File: src/rtl/dmem_write_buffer_if.sv
// Block-granular data memory bus: the cache side of the write buffer and the
// memory side use the same signal set, so one interface serves both.
interface dmem_if #(
  parameter int ADDR_W = 6,
  parameter int DATA_W = 32
) ();
  logic              READ;
  logic              WRITE;
  logic [ADDR_W-1:0] ADDRESS;
  logic [DATA_W-1:0] WRITEDATA;
  logic [DATA_W-1:0] READDATA;
  logic              BUSYWAIT;

  modport master (output READ, WRITE, ADDRESS, WRITEDATA, input READDATA, BUSYWAIT);
  modport slave  (input READ, WRITE, ADDRESS, WRITEDATA, output READDATA, BUSYWAIT);
endinterface

File: src/rtl/dmem_write_buffer.sv
// Posted write buffer between data cache and data memory: coalescing FIFO of
// block writes, read forwarding from queued entries, and read-miss bypass.
module dmem_write_buffer #(
  parameter int DEPTH  = 4,
  parameter int ADDR_W = 6,
  parameter int DATA_W = 32
) (
  input  logic   CLK,
  input  logic   RESET,
  dmem_if.slave  cache_bus,
  dmem_if.master mem_bus,
  output logic   BUF_EMPTY
);
  localparam int PTR_W = $clog2(DEPTH);
  localparam int CNT_W = PTR_W + 1;

  typedef enum logic [1:0] {S_IDLE, S_DRAIN, S_READ, S_RDONE} state_t;

  state_t                        state, state_nxt;
  logic [DEPTH-1:0]              ent_vld;
  logic [DEPTH-1:0][ADDR_W-1:0]  ent_addr;
  logic [DEPTH-1:0][DATA_W-1:0]  ent_data;
  logic [PTR_W-1:0]              head, tail;
  logic [CNT_W-1:0]              count;
  logic [DATA_W-1:0]             fill_data;
  logic                          m_read_q, m_write_q;
  logic [ADDR_W-1:0]             m_addr_q;
  logic [DATA_W-1:0]             m_wdata_q;

  logic [DEPTH-1:0] addr_hit, in_flight, coal_hit;
  logic             coal_any, rd_any, full;
  logic [PTR_W-1:0] coal_idx, rd_idx, wr_idx;
  logic             wr_acc, wr_enq, rd_req, rd_pend;
  logic             drain_done, read_done, head_fwd;
  logic             c_busy;

  // Per-entry address compare; the head is untouchable while it is on the memory bus
  for (genvar i = 0; i < DEPTH; i++) begin : g_ent
    assign addr_hit[i]  = ent_vld[i] && (ent_addr[i] == cache_bus.ADDRESS);
    assign in_flight[i] = (state == S_DRAIN) && (head == PTR_W'(i));
  end
  assign coal_hit = addr_hit & ~in_flight;

  always_comb begin
    coal_any = 1'b0;
    coal_idx = '0;
    for (int i = 0; i < DEPTH; i++)
      if (coal_hit[i]) begin
        coal_any = 1'b1;
        coal_idx = PTR_W'(i);
      end
  end

  // A read can hit both the in-flight head and a newer copy; the newer one wins
  assign rd_any     = |addr_hit;
  assign rd_idx     = coal_any ? coal_idx : head;
  assign full       = (count == CNT_W'(DEPTH));
  assign wr_acc     = cache_bus.WRITE && (coal_any || !full);
  assign wr_enq     = wr_acc && !coal_any;
  assign wr_idx     = coal_any ? coal_idx : tail;
  assign rd_req     = cache_bus.READ && !cache_bus.WRITE;
  assign rd_pend    = rd_req && !rd_any;
  assign drain_done = (state == S_DRAIN) && !mem_bus.BUSYWAIT;
  assign read_done  = (state == S_READ) && !mem_bus.BUSYWAIT;
  assign head_fwd   = wr_acc && coal_any && (coal_idx == head);

  always_comb begin
    c_busy = 1'b0;
    if (cache_bus.WRITE)     c_busy = !wr_acc;
    else if (cache_bus.READ) c_busy = !(rd_any || state == S_RDONE);
  end

  assign cache_bus.BUSYWAIT = c_busy;
  assign cache_bus.READDATA = (cache_bus.READ && rd_any) ? ent_data[rd_idx] : fill_data;

  always_ff @(posedge CLK or negedge RESET) begin
    if (!RESET) state <= S_IDLE;
    else        state <= state_nxt;
  end

  always_comb begin
    state_nxt = state;
    case (state)
      S_IDLE: begin
        if (rd_pend)             state_nxt = S_READ;
        else if (count != '0)    state_nxt = S_DRAIN;
      end
      S_DRAIN: if (drain_done)   state_nxt = S_IDLE;
      S_READ:  if (read_done)    state_nxt = S_RDONE;
      S_RDONE:                   state_nxt = S_IDLE;
      default:                   state_nxt = S_IDLE;
    endcase
  end

  always_ff @(posedge CLK or negedge RESET) begin
    if (!RESET) begin
      ent_vld   <= '0;
      ent_addr  <= '0;
      ent_data  <= '0;
      head      <= '0;
      tail      <= '0;
      count     <= '0;
      fill_data <= '0;
      m_read_q  <= 1'b0;
      m_write_q <= 1'b0;
      m_addr_q  <= '0;
      m_wdata_q <= '0;
    end else begin
      if (wr_acc) begin
        ent_vld[wr_idx]  <= 1'b1;
        ent_addr[wr_idx] <= cache_bus.ADDRESS;
        ent_data[wr_idx] <= cache_bus.WRITEDATA;
      end
      if (wr_enq) tail <= tail + 1'b1;
      if (drain_done) begin
        ent_vld[head] <= 1'b0;
        head          <= head + 1'b1;
      end
      case ({wr_enq, drain_done})
        2'b10:   count <= count + 1'b1;
        2'b01:   count <= count - 1'b1;
        default: count <= count;
      endcase

      // Launching a drain while the cache coalesces into that same head entry
      // must carry the new data, or the overwrite would be lost
      if (state == S_IDLE && state_nxt == S_DRAIN) begin
        m_write_q <= 1'b1;
        m_addr_q  <= ent_addr[head];
        m_wdata_q <= head_fwd ? cache_bus.WRITEDATA : ent_data[head];
      end else if (drain_done) begin
        m_write_q <= 1'b0;
      end

      if (state == S_IDLE && state_nxt == S_READ) begin
        m_read_q <= 1'b1;
        m_addr_q <= cache_bus.ADDRESS;
      end else if (read_done) begin
        m_read_q  <= 1'b0;
        fill_data <= mem_bus.READDATA;
      end
    end
  end

  assign mem_bus.READ      = m_read_q;
  assign mem_bus.WRITE     = m_write_q;
  assign mem_bus.ADDRESS   = m_addr_q;
  assign mem_bus.WRITEDATA = m_wdata_q;
  assign BUF_EMPTY         = (count == '0) && (state != S_DRAIN);
endmodule

File: src/flat_wrapper.sv
// flat-port wrapper written by rule: the top's interface ports become plain ports
module dmem_write_buffer_flat 
#(
  parameter int DEPTH  = 4,
  parameter int ADDR_W = 6,
  parameter int DATA_W = 32
)
  (CLK, RESET, BUF_EMPTY, cache_bus_READ, cache_bus_WRITE, cache_bus_ADDRESS, cache_bus_WRITEDATA, cache_bus_READDATA, cache_bus_BUSYWAIT, mem_bus_READ, mem_bus_WRITE, mem_bus_ADDRESS, mem_bus_WRITEDATA, mem_bus_READDATA, mem_bus_BUSYWAIT);
  dmem_if #(.ADDR_W(ADDR_W), .DATA_W(DATA_W)) cache_bus_i ();
  dmem_if #(.ADDR_W(ADDR_W), .DATA_W(DATA_W)) mem_bus_i ();
  input  logic CLK;
  input  logic RESET;
  output logic BUF_EMPTY;
  input wire logic [$bits(cache_bus_i.READ)-1:0] cache_bus_READ;
  input wire logic [$bits(cache_bus_i.WRITE)-1:0] cache_bus_WRITE;
  input wire logic [$bits(cache_bus_i.ADDRESS)-1:0] cache_bus_ADDRESS;
  input wire logic [$bits(cache_bus_i.WRITEDATA)-1:0] cache_bus_WRITEDATA;
  output wire logic [$bits(cache_bus_i.READDATA)-1:0] cache_bus_READDATA;
  output wire logic [$bits(cache_bus_i.BUSYWAIT)-1:0] cache_bus_BUSYWAIT;
  output wire logic [$bits(mem_bus_i.READ)-1:0] mem_bus_READ;
  output wire logic [$bits(mem_bus_i.WRITE)-1:0] mem_bus_WRITE;
  output wire logic [$bits(mem_bus_i.ADDRESS)-1:0] mem_bus_ADDRESS;
  output wire logic [$bits(mem_bus_i.WRITEDATA)-1:0] mem_bus_WRITEDATA;
  input wire logic [$bits(mem_bus_i.READDATA)-1:0] mem_bus_READDATA;
  input wire logic [$bits(mem_bus_i.BUSYWAIT)-1:0] mem_bus_BUSYWAIT;
  assign cache_bus_i.READ = cache_bus_READ;
  assign cache_bus_i.WRITE = cache_bus_WRITE;
  assign cache_bus_i.ADDRESS = cache_bus_ADDRESS;
  assign cache_bus_i.WRITEDATA = cache_bus_WRITEDATA;
  assign cache_bus_READDATA = cache_bus_i.READDATA;
  assign cache_bus_BUSYWAIT = cache_bus_i.BUSYWAIT;
  assign mem_bus_READ = mem_bus_i.READ;
  assign mem_bus_WRITE = mem_bus_i.WRITE;
  assign mem_bus_ADDRESS = mem_bus_i.ADDRESS;
  assign mem_bus_WRITEDATA = mem_bus_i.WRITEDATA;
  assign mem_bus_i.READDATA = mem_bus_READDATA;
  assign mem_bus_i.BUSYWAIT = mem_bus_BUSYWAIT;
  dmem_write_buffer #(.DEPTH(DEPTH), .ADDR_W(ADDR_W), .DATA_W(DATA_W)) u_core (.CLK(CLK), .RESET(RESET), .cache_bus(cache_bus_i), .mem_bus(mem_bus_i), .BUF_EMPTY(BUF_EMPTY));
endmodule
File: config.mk
export PLATFORM = sky130hd
export DESIGN_NAME = dmem_write_buffer_flat
export DESIGN_NICKNAME = d
export VERILOG_FILES = /design/src/rtl/dmem_write_buffer_if.sv /design/src/rtl/dmem_write_buffer.sv /design/src/flat_wrapper.sv
export SDC_FILE = /design/constraint.sdc
export NUM_CORES = 1
export LEC_CHECK = 0
export CORE_MARGIN = 2
export CORE_UTILIZATION = 53
export CTS_BUF_LIST = sky130_fd_sc_hd__clkbuf_4
export CTS_CLUSTER_DIAMETER = 50
export DETAILED_ROUTE_END_ITERATION = 6
export GPL_TIMING_DRIVEN = 1
export PLACE_DENSITY = 0.77
export REMOVE_ABC_BUFFERS = 1
export SLEW_MARGIN = 40
export SYNTH_ARGS = -nofsm -noshare
export SYNTH_HDL_FRONTEND = slang
export SYNTH_SLANG_ARGS = --single-unit
export TNS_END_PERCENT = 5
File: constraint.sdc
create_clock -name CLK -period 7 [get_ports CLK]
set_input_delay 0.7 -clock CLK [delete_from_list [all_inputs] [get_ports CLK]]
set_output_delay 0.7 -clock CLK [all_outputs]
set_load 0.005 [all_outputs]
==> summary.md, run 1 <==
| Metric | Value |
|---|---|
| Min setup slack post-route | `1550 ps` |
| Most frequent cells in the layout | `dfrtp_1 (235), mux2_2 (148), clkdlybuf4s50_1 (147), clkbuf_4 (97), mux2i_1 (71)` |
| Crit Path Class | `in2out` |
| Terminus of the critical flop-to-flop path | `u_core.ent_data[38]$_DFFE_PN0P_` |
| Synth area leaders | `dfrtp_1 (49%), mux2_2 (14%), mux4_2 (7.1%), mux2i_1 (5.9%), mux2_4 (2.9%)` |
| Flop2flop setup slack | `2970 ps` |
| Number of global-route vias before repair | `8969` |
| DP HPWL | `18700 um` |
| Nets | `1175` |
| CTS tree | `yes` |
| Max_slew headroom | `0.417` |
| WL per Instance | `21.7 um` |
| Crit path capture | `cache_bus_READDATA[14]` |
| Routability cong. | `0.857` |
| Dominant cell type by area after synthesis | `dfrtp_1` |
| CP Capture Type | `output pin` |
| CP required | `6300 ps` |
| Startpoint types | `input port` |
| Drt pass-1 iters | `5` |
| First-pass GRT wire length | `48700 um` |
| CTS Sinks | `237` |
| Final period util | `0.778` |
| Worst min path class | `reg2reg` |
| Post-synth cell types | `48` |
| Initial Util | `0.536` |
| Worst skew pair latency | `660 ps` |
| WP data arrival | `4750 ps` |
| # setup viols final | `0` |
| Clock buffer depth | `3` |
| RSZ-0062 raised after global routing | `false` |
| H-tree levels | `3` |
| Die ar. | `24000 um2` |
| Cell Pwr Density | `511 nW/um2` |
| Setup crit start | `cache_bus_ADDRESS[5]` |
| Gate Count Post-Synth | `930` |
| Final worst hold slack | `505 ps` |
| Routed vias | `8649` |
| Worst hold path cell count | `1` |
| Endpoints failing hold | `0` |
| Clk slew on worst S/H paths | `70 ps` |
| Worst Max-Slew Pin Slew | `874 ps` |
| Postcts setup bufs | `0` |
| Initial antenna violation count | `1` |
| Synth Register Bits | `237` |
| Worst Skew | `39.1 ps` |
| Placed Cells | `1309` |
| Top_reg_cell synth | `dfrtp_1` |
| PostCTS Resize Cnt | `0` |
| DRC | `0` |
| DRT Wirelength | `30900 um` |
| Max-cap viol count | `0` |
| Chip height | `155 um` |
| Worst VDD drop | `352 uV` |
| Root Driver | `clkbuf_4` |
| IO buf count | `148` |
| Share of post-route cells with drive strength above 1 | `0.312` |
| Ys Warns | `0` |
| Setup TNS | `0 ps` |
| Grt ovf | `0` |
| Slew Limit Fails | `0` |
| Core ar. | `22500 um2` |
| Largest net degree at the start of global routing | `104` |
| DR iter-0 viols | `553` |
| Pre-CTS WS | `1560 ps` |
| Post-synth EDFFs | `0` |
| Most common cell after layout, fill and taps aside | `dfrtp_1` |
| Fmax | `0.184 GHz` |
| Die Wd | `155 um` |
| Mean area per synthesized cell | `13.0 um2` |
| Non-Filler Instances | `1424` |
| Gr usage total | `0.260` |
| CTS Buf Count | `66` |
| Area share of the largest cell type after synthesis | `0.492` |
| I/O pin total | `149` |
| Reg2Reg Launch Point | `u_core.head[0]$_DFFE_PN0P_` |
| Post-route ant nets | `0` |
| Synth async-reset ratio | `1.00` |
| Worst reg2reg path depth | `8` |
| Status | `completed` |
| Leakage power | `6.33 nW` |
| Syn Std Cell Area | `12100 um2` |
| Area Overhead vs Synth | `21.1%` |
| Vias per cell | `6.07` |
| Crit-path max FO | `26` |
| Min cycle time layout | `5450 ps` |
| Register area share after synthesis | `0.492` |
| Final core occ | `0.649` |
| Row count | `55` |
-- layer usage --
| layer | GRT usage | vias to the layer above | part of all wire |
|---|---|---|---|
| met1 | 0.344 | 4420 | 0.42 |
| met3 | 0.0437 | 77 | 0.057 |
| li1 | - | 3808 | - |
| met2 | 0.435 | 344 | 0.50 |
| met4 | 0.101 | 0 | 0.027 |
| met5 | 0 | - | 0 |
-- Yosys cell counts (4+ instances only) --
cell / n
dfrtp_1: 237
mux2_2: 148
mux2i_1: 71
nor2_1: 46
nand2_1: 40
mux4_2: 38
o21ai_0: 37
nand3_1: 35
clkbuf_1: 34
a31oi_1: 32
o221ai_1: 32
xor2_1: 26
mux2_4: 23
buf_2: 18
inv_1: 13
mux2_1: 13
buf_6: 12
buf_4: 9
a21oi_1: 8
nand4_1: 6
xnor2_1: 6
and3_1: 5
ha_1: 5
a22oi_1: 4
nor4_1: 4
-- through the flow --
step	area, um2	total power [mW]
final	14600	7.47
after global routing	14600	7.92
after CTS	14600	7.47
after detailed placement	13700	6.17
after global placement	13700	6.05
after floorplan	11600	4.93
-- worst max-delay path, stage by stage --
cell             delay [ps]
clkdlybuf4s50_1         590
xor2_1                  250
nor4_1                  380
and4_1                  430
a2bb2oi_4               290
o31a_2                  580
buf_4                   520
mux2i_1                 150
o221ai_1                280
clkdlybuf4s50_1         570
-- worst min-delay path by stage --
| stage | from | end |
|---|---|---|
| finish | u_core.tail[0]$_DFFE_PN0P_ | u_core.tail[0]$_DFFE_PN0P_ |
| CTS | u_core.tail[0]$_DFFE_PN0P_ | u_core.tail[0]$_DFFE_PN0P_ |
| floorplan | RESET | u_core.count[0]$_DFFE_PN0P_ |
| detailed placement | u_core.tail[0]$_DFFE_PN0P_ | u_core.tail[0]$_DFFE_PN0P_ |
| global route | u_core.ent_data[62]$_DFFE_PN0P_ | u_core.ent_data[62]$_DFFE_PN0P_ |
| global placement | u_core.fill_data[3]$_DFFE_PN0P_ | u_core.fill_data[3]$_DFFE_PN0P_ |
-- logic make-up (layout without fill, tap and decap cells) --
family / Yosys count / after routing / share of synthesized area
other cells: 0 / 1 / 0
simple gates: 151 / 151 / 0.0595
fa+ha+maj: 6 / 6 / 0.00685
buf+inv: 87 / 295 / 0.0392
xor+xnor: 32 / 32 / 0.0232
mux: 293 / 293 / 0.309
compound gates: 124 / 124 / 0.0706
flops: 237 / 237 / 0.492
-- report_power, final --
part / internal, mW / total (mW) / switching, mW
logic: 1.98 / 3.55 / 1.57
registers: 2.10 / 2.64 / 0.545
clock network: 0.705 / 1.28 / 0.573
total: 4.78 / 7.47 / 2.69
-- flip-flops by register name (all words and copies together), names as in the netlist --
name and cells:
u_core.state 2, u_core.ent_addr 24, u_core.mem_bus.WRITE 1, u_core.ent_data 128
u_core.mem_bus.WRITEDATA 32, u_core.head 2, u_core.count 3, u_core.ent_vld 4
u_core.fill_data 32, u_core.mem_bus.READ 1, u_core.tail 2, u_core.mem_bus.ADDRESS 6
-- area by class of cell --
class,instances,area (um2)
multi-input combinational,606,5720
clock buffer,97,728
inverter,13,48.8
sequential,237,5930
fill,1697,7900
tap,285,357
timing repair buffer,170,1710
clock inverter,15,109
antenna,1,2.50
-- repair_timing --
item,in CTS,in global routing
hold endpoints to repair,43,0
hold buffers,1,0
setup endpoints to repair,0,0
No activity file was read; power rests on OpenSTA's default activity.
==> inputs of run 2 (changes only) <==
--- a/config.mk
+++ b/config.mk
@@ -6,12 +6,12 @@
 export NUM_CORES = 1
 export LEC_CHECK = 0
 export CORE_MARGIN = 2
-export CORE_UTILIZATION = 53
+export CORE_UTILIZATION = 52
 export CTS_BUF_LIST = sky130_fd_sc_hd__clkbuf_4
 export CTS_CLUSTER_DIAMETER = 50
 export DETAILED_ROUTE_END_ITERATION = 6
 export GPL_TIMING_DRIVEN = 1
-export PLACE_DENSITY = 0.77
+export PLACE_DENSITY = 0.78
 export REMOVE_ABC_BUFFERS = 1
 export SLEW_MARGIN = 40
 export SYNTH_ARGS = -nofsm -noshare
==> constraint.sdc (replaced) <==
create_clock -name CLK -period 4.7 [get_ports CLK]
set_input_delay 0.47 -clock CLK [delete_from_list [all_inputs] [get_ports CLK]]
set_output_delay 0.47 -clock CLK [all_outputs]
set_load 0.005 [all_outputs]
==> run 2 against run 1 <==
Clock skew is 4.7 ps lower; non-clock buffer count is 11 higher; worst hold slack worse by 160 ps; highest routed layer unchanged; clock power is 34% higher; critical endpoint is now cache_bus_READDATA[0]; wire length is 0.13% lower; first-iteration DRC count is 0.54% lower; power is 48% higher; setup slack worse by 1300 ps; critical path depth stayed put.
==> summary.md, run 2 (synthesized netlist as in run 1, its figures left out) <==
| Metric | Value |
|---|---|
| Crit-path max FO | `32 (+23%)` |
| Top Usage Layer GRT | `met2` |
| Worst VDD drop | `339 uV (-3.6%)` |
| Crit Path Class | `in2out` |
| DP HPWL | `19900 um (+6.1%)` |
| # setup viols final | `0 (unchanged)` |
| Int Pwr | `7.00 mW (+46%)` |
| Psw | `4.02 mW (+50%)` |
| Design Power | `11.0 mW (+48%)` |
| Endpoints failing hold | `0 (unchanged)` |
| Gr usage total | `0.262 (+0.00104)` |
| RSZ-0062 raised after global routing | `false` |
| Post-route ant nets | `0 (unchanged)` |
| CTS Buf Count | `66 (unchanged)` |
| CP required | `4230 ps (-2070 ps)` |
| Vias per cell | `6.02 (-0.89%)` |
| Slew Limit Fails | `0 (unchanged)` |
| Clock share of power | `0.156 (-0.015)` |
| Leakage power | `6.32 nW (-0.18%)` |
| CP dominant cell by count | `clkdlybuf4s50_1` |
| WL per Instance | `21.6 um (-0.41%)` |
| Pre-CTS WS | `296 ps (-1270 ps)` |
| Flop2flop setup slack | `1650 ps (-1320 ps)` |
| Worst skew pair latency | `660 ps (about the same)` |
| First-pass GRT wire length | `49300 um (+1.3%)` |
| Most common cell after layout, fill and taps aside | `dfrtp_1` |
| Min cycle time layout | `4460 ps` |
| Fill count | `1753 (+3.3%)` |
| Worst Max-Slew Pin Slew | `824 ps (-50.3 ps)` |
| Min setup slack post-route | `235 ps (-1320 ps)` |
| I/O pin total | `149 (unchanged)` |
| Max_slew headroom | `0.449 (+0.0324)` |
| Share of post-route cells with drive strength above 1 | `0.315 (+0.00269)` |
| CP Capture Type | `output pin` |
| Area Overhead vs Synth | `21.2%` |
| DR iter-0 viols | `550 (-0.54%)` |
| Final core occ | `0.644 (-0.00524)` |
| Die ar. | `24400 um2 (+1.9%)` |
| Register share of total power | `0.357 (+0.003)` |
| Max-cap viol count | `0 (unchanged)` |
| Clock buffer depth | `3 (unchanged)` |
| Worst Skew | `34.4 ps (-4.70 ps)` |
| Most frequent cells in the layout | `dfrtp_1 (235), mux2_2 (148), clkdlybuf4s50_1 (147), clkbuf_4 (89), mux2i_1 (71)` |
| Final period util | `0.950` |
| Setup crit start | `cache_bus_ADDRESS[3]` |
| Die Wd | `156 um (+0.93%)` |
| IO buf count | `148 (unchanged)` |
| Root Driver | `clkbuf_4` |
| Met2 GRT Util | `0.424 (-0.0114)` |
| Grt ovf | `0 (unchanged)` |
| Placed Cells | `1321 (+0.92%)` |
| GR Layer Usage met3 | `0.0460 (+0.00224)` |
| Setup TNS | `0 ps (unchanged)` |
| CTS Sinks | `237 (unchanged)` |
| DRC | `0 (unchanged)` |
| Clk slew on worst S/H paths | `60 ps (about the same)` |
| Worst min path class | `in2async` |
| Cell Pwr Density | `754 nW/um2 (+47%)` |
| Drt pass-1 iters | `4 (-1)` |
| Comb pwr share | `0.487 (+0.012)` |
| CTS tree | `yes` |
| Slowest CP cell | `clkdlybuf4s50_1` |
| Number of global-route vias before repair | `9028 (+0.66%)` |
| Biggest register | `u_core.ent_data` |
| H-tree levels | `3 (unchanged)` |
| Status | `completed` |
| Startpoint types | `input port` |
| Reg2Reg Launch Point | `u_core.head[1]$_DFFE_PN0P_` |
| WP data arrival | `3990 ps (-760 ps)` |
| Row count | `55 (unchanged)` |
| CP peak stage delay | `630 ps (+40 ps)` |
| Core ar. | `22700 um2 (+0.92%)` |
| CP Cell Sequence | `clkdlybuf4s50_1 > xor2_1 > nor4_1 > and4_1 > a2bb2oi_4 > o31a_2 > buf_12 > mux2i_1 > o221ai_1 > clkdlybuf4s50_1` |
| Max reg flops | `128 (unchanged)` |
| Sw Share | `0.365 (+0.00513)` |
| Initial antenna violation count | `2 (+1)` |
| Nets | `1186 (+0.94%)` |
| Initial Util | `0.531 (-0.00487)` |
| Largest net degree at the start of global routing | `104 (unchanged)` |
| Fmax | `0.224 GHz` |
| Chip height | `156 um (+0.93%)` |
| Routability cong. | `0.853 (-0.47%)` |
| Non-Filler Instances | `1428 (+0.28%)` |
| DRT Wirelength | `30900 um (-0.13%)` |
| Routed vias | `8596 (-0.61%)` |
| Grt met1 use | `0.350 (+0.00594)` |
[run 2: changes by cell type in the layout (fill, tap and decap cells not counted), moves of 2 or more]
cell / delta
buf_4: +10
clkbuf_4: -8
buf_12: +4
clkinv_2: +3
buf_8: -2
bufinv_16: -2
clkinvlp_4: +2
inv_2: -2
[run 2: worst max-delay path, delay by kind of cell]
| kind | cells | cell delay [ps] |
|---|---|---|
| AOI/OAI and AO/OA | 3 | 790 |
| xor gates and xnor gates | 1 | 280 |
| buffers and inverters | 3 | 1370 |
| muxes | 1 | 320 |
| and+or+nand+nor | 2 | 700 |
[run 2: path summary, 6_finish.rpt]
path	endpoint	cells past startpoint
worst max-delay path	cache_bus_READDATA[0]	10
worst min-delay path	u_core.fill_data[2]$_DFFE_PN0P_	2
worst max register to register	u_core.mem_bus.WRITEDATA[0]$_DFFE_PN0P_	9
worst min register to register	u_core.fill_data[8]$_DFFE_PN0P_	1
max in group asynchronous	u_core.ent_data[114]$_DFFE_PN0P_	3
min in group CLK	u_core.fill_data[14]$_DFFE_PN0P_	2
[run 2: what timing repair did]
action	4_1_cts	5_1_grt
endpoints found under the setup margin	0	0
hold buffers	1	0
resized for setup	0	0
setup buffers	0	0
hold endpoints to repair	60	0
[run 2: layer usage]
metal / up-vias / wire, um
li1: 3840 / -
met1: 4402 / 13300
met2: 291 / 15100
met3: 63 / 1650
met4: 0 / 756
met5: - / 0
[run 2: area by class of cell]
| class | count | area (um2) | share of cell area |
|---|---|---|---|
| antenna | 2 | 5.00 | 0.000342 |
| clock buffer | 89 | 668 | 0.0457 |
| clock inverter | 15 | 67.6 | 0.00462 |
| inverter | 13 | 48.8 | 0.00334 |
| multi-input combinational | 606 | 5720 | 0.391 |
| sequential | 237 | 5930 | 0.406 |
| tap | 285 | 357 | 0.0244 |
| timing repair buffer | 181 | 1820 | 0.124 |
[run 2: stage by stage]
step           area (um2)  hold slack [ps]
6_report            14600              346
5_1_grt             14600              342
4_1_cts             14600              309
3_5_place_dp        13900              449
3_3_place_gp        13800              490
2_1_floorplan       11600              174
[run 2: power groups by stage]
stage          sequential, mW  combinational, mW  clock [mW]
2_1_floorplan            3.79               3.55           0
3_3_place_gp             3.89               5.23           0
3_5_place_dp             3.93               5.38           0
4_1_cts                  3.91               5.39        1.78
5_1_grt                  4.06               5.78        1.88
6_report                 3.93               5.37        1.72
==> inputs of run 3 (changes only) <==
--- a/config.mk
+++ b/config.mk
@@ -12,7 +12,6 @@
 export DETAILED_ROUTE_END_ITERATION = 6
 export GPL_TIMING_DRIVEN = 1
 export PLACE_DENSITY = 0.78
-export REMOVE_ABC_BUFFERS = 1
 export SLEW_MARGIN = 40
 export SYNTH_ARGS = -nofsm -noshare
 export SYNTH_HDL_FRONTEND = slang
==> run 3 against run 2 <==
Cell count increased by 0.14%; sequential cell count unchanged; die area unchanged; first-iteration DRC count increased by 24%; global-route usage about the same; fmax increased by 0.66%; clock skew decreased by 7.0 ps; worst hold slack got worse by 91 ps; count of clock-buffer cells in the layout increased by 10; setup slack improved by 29 ps; critical path type is now reg2out; largest power group unchanged.
==> summary.md, run 3 (synthesized netlist as in run 1, its figures left out) <==
| Metric | Value |
|---|---|
| Status | `completed` |
| Largest net degree at the start of global routing | `110 (+5.8%)` |
| Worst reg2reg path depth | `8 (-1)` |
| CTS Sinks | `237 (unchanged)` |
| Min cycle time layout | `4440 ps (-29.3 ps)` |
| Final worst hold slack | `255 ps (-91.2 ps)` |
| Final core occ | `0.647 (+0.00281)` |
| Max reg flops | `128 (unchanged)` |
| CTS tree | `yes` |
| Area Overhead vs Synth | `21.7%` |
| CP peak stage delay | `630 ps (about the same)` |
| Die Wd | `156 um (unchanged)` |
| Postcts setup bufs | `0 (unchanged)` |
| Crit Path Class | `reg2out` |
| Placed Area | `13800 um2 (-0.17%)` |
| Worst VDD drop | `393 uV (+16%)` |
| Initial Util | `0.531 (unchanged)` |
| Worst min path class | `in2async` |
| Leakage power | `6.37 nW (+0.73%)` |
| Startpoint types | `flip-flop` |
| CP Cell Sequence | `inv_2 > ha_1 > nand2_1 > and4_1 > a2bb2oi_4 > o31a_2 > buf_12 > mux2i_1 > o221ai_1 > clkdlybuf4s50_1` |
| Root Driver | `clkbuf_4` |
| Post-route ant nets | `0 (unchanged)` |
| CP Depth | `10 (unchanged)` |
| WP data arrival | `3970 ps (-20 ps)` |
| Nets | `1190 (+0.34%)` |
| Placed Cells | `1322 (+0.076%)` |
| First-pass GRT wire length | `49300 um (about the same)` |
| Design Power | `11.1 mW (+0.91%)` |
| IO buf count | `148 (unchanged)` |
| Grt ovf | `0 (unchanged)` |
| DRT Wirelength | `30900 um (+0.23%)` |
| Fmax | `0.225 GHz (+0.66%)` |
| Drt pass-1 iters | `6 (+2)` |
| Delay-heaviest family, CP | `buffers and inverters` |
| Worst skew pair latency | `670 ps (about the same)` |
| CTS Buf Count | `68 (+3.0%)` |
| Gr usage total | `0.261 (about the same)` |
| Vias per cell | `6.03 (+0.20%)` |
| Final period util | `0.944 (-0.00623)` |
| CP required | `4230 ps (about the same)` |
| Min setup slack post-route | `264 ps (+29.3 ps)` |
| Routed vias | `8625 (+0.34%)` |
| DR iter-0 viols | `683 (+24%)` |
| RSZ-0062 raised after global routing | `false` |
| Endpoints failing hold | `0 (unchanged)` |
| Initial antenna violation count | `1 (-1)` |
| Row count | `55 (unchanged)` |
| H-tree levels | `3 (unchanged)` |
| Slowest CP cell | `dfrtp_2` |
| DP HPWL | `19600 um (-1.4%)` |
| Cell Pwr Density | `758 nW/um2 (+0.47%)` |
| Max-cap viol count | `0 (unchanged)` |
| Biggest register | `u_core.ent_data` |
| WL per Instance | `21.6 um (about the same)` |
| Core ar. | `22700 um2 (unchanged)` |
| Die ar. | `24400 um2 (unchanged)` |
| Worst path buffer plus inverter count | `3 (unchanged)` |
| Number of global-route vias before repair | `9190 (+1.8%)` |
| Slew Limit Fails | `0 (unchanged)` |
| Setup TNS | `0 ps (unchanged)` |
| Crit-path max FO | `38 (+19%)` |
| Most frequent cells in the layout | `dfrtp_1 (235), mux2_2 (148), clkdlybuf4s50_1 (147), clkbuf_4 (99), mux2i_1 (71)` |
| Clock buffer depth | `3 (unchanged)` |
| Pre-CTS WS | `369 ps (+73.6 ps)` |
| Syn nets | `1011` |
| DRC | `0 (unchanged)` |
| # setup viols final | `0 (unchanged)` |
| Worst Skew | `27.3 ps (-7.05 ps)` |
| Chip height | `156 um (unchanged)` |
| CP Capture Type | `output pin` |
| I/O pin total | `149 (unchanged)` |
| Worst Max-Slew Pin Slew | `897 ps (+72.5 ps)` |
| Routability cong. | `0.831 (-2.6%)` |
| Fin area | `14700 um2 (+0.44%)` |
| Share of post-route cells with drive strength above 1 | `0.322 (+0.00704)` |
| Clk slew on worst S/H paths | `60 ps (about the same)` |
| Max_slew headroom | `0.399 (-0.0502)` |
| Most common cell after layout, fill and taps aside | `dfrtp_1` |
| Non-Filler Instances | `1430 (+0.14%)` |
## run 3: layer usage
metal / vias up / track usage / routed length, um
li1: 3851 / - / -
met1: 4402 / 0.343 / 13200
met2: 313 / 0.424 / 15100
met3: 59 / 0.0587 / 2000
met4: 0 / 0.104 / 641
met5: - / 0 / 0
## run 3: worst register-to-register path: cells and delay by family, from the launching register on
family | cells | cell delay (ps)
and+or+nand+nor | 3 | 880
buffers and inverters | 1 | 350
AOI/OAI and AO/OA | 3 | 1360
DFF | 1 | 400
xor gates and xnor gates | 1 | 170
## run 3: what timing repair did
action	in CTS	in global routing
hold buffers	1	0
setup endpoints to repair	0	6
hold endpoints to repair	106	0
resized for setup	0	2
## run 3: worst paths after layout
check                                                       from  slack, ps                                  endpoint
max in group asynchronous                                  RESET       3420                u_core.head[1]$_DFFE_PN0P_
worst max-delay path                  u_core.head[0]$_DFFE_PN0P_        260                     cache_bus_READDATA[0]
worst min-delay path                                       RESET        260  u_core.mem_bus.WRITEDATA[25]$_DFFE_PN0P_
min in group CLK                             mem_bus_READDATA[6]        420           u_core.fill_data[6]$_DFFE_PN0P_
worst max register to register    u_core.ent_addr[0]$_DFFE_PN0P_       1470  u_core.mem_bus.WRITEDATA[12]$_DFFE_PN0P_
worst min register to register  u_core.fill_data[16]$_DFFE_PN0P_        510          u_core.fill_data[16]$_DFFE_PN0P_
## run 3: area by class of cell
| cell class | count | area (um2) |
|---|---|---|
| clock inverter | 6 | 52.6 |
| fill | 1750 | 8030 |
| inverter | 13 | 48.8 |
| sequential | 237 | 5940 |
| tap | 285 | 357 |
| multi-input combinational | 606 | 5710 |
| antenna | 1 | 2.50 |
| clock buffer | 99 | 743 |
| timing repair buffer | 183 | 1830 |
## run 3: report_power, final
part           switching, mW  leakage (nW)  internal (mW)  total (mW)
Combinational           2.31          3.11           3.02        5.33
Clock                  0.838         0.479           1.00        1.84
Sequential             0.831          2.78           3.12        3.96
Total                   3.98          6.37           7.14        11.1
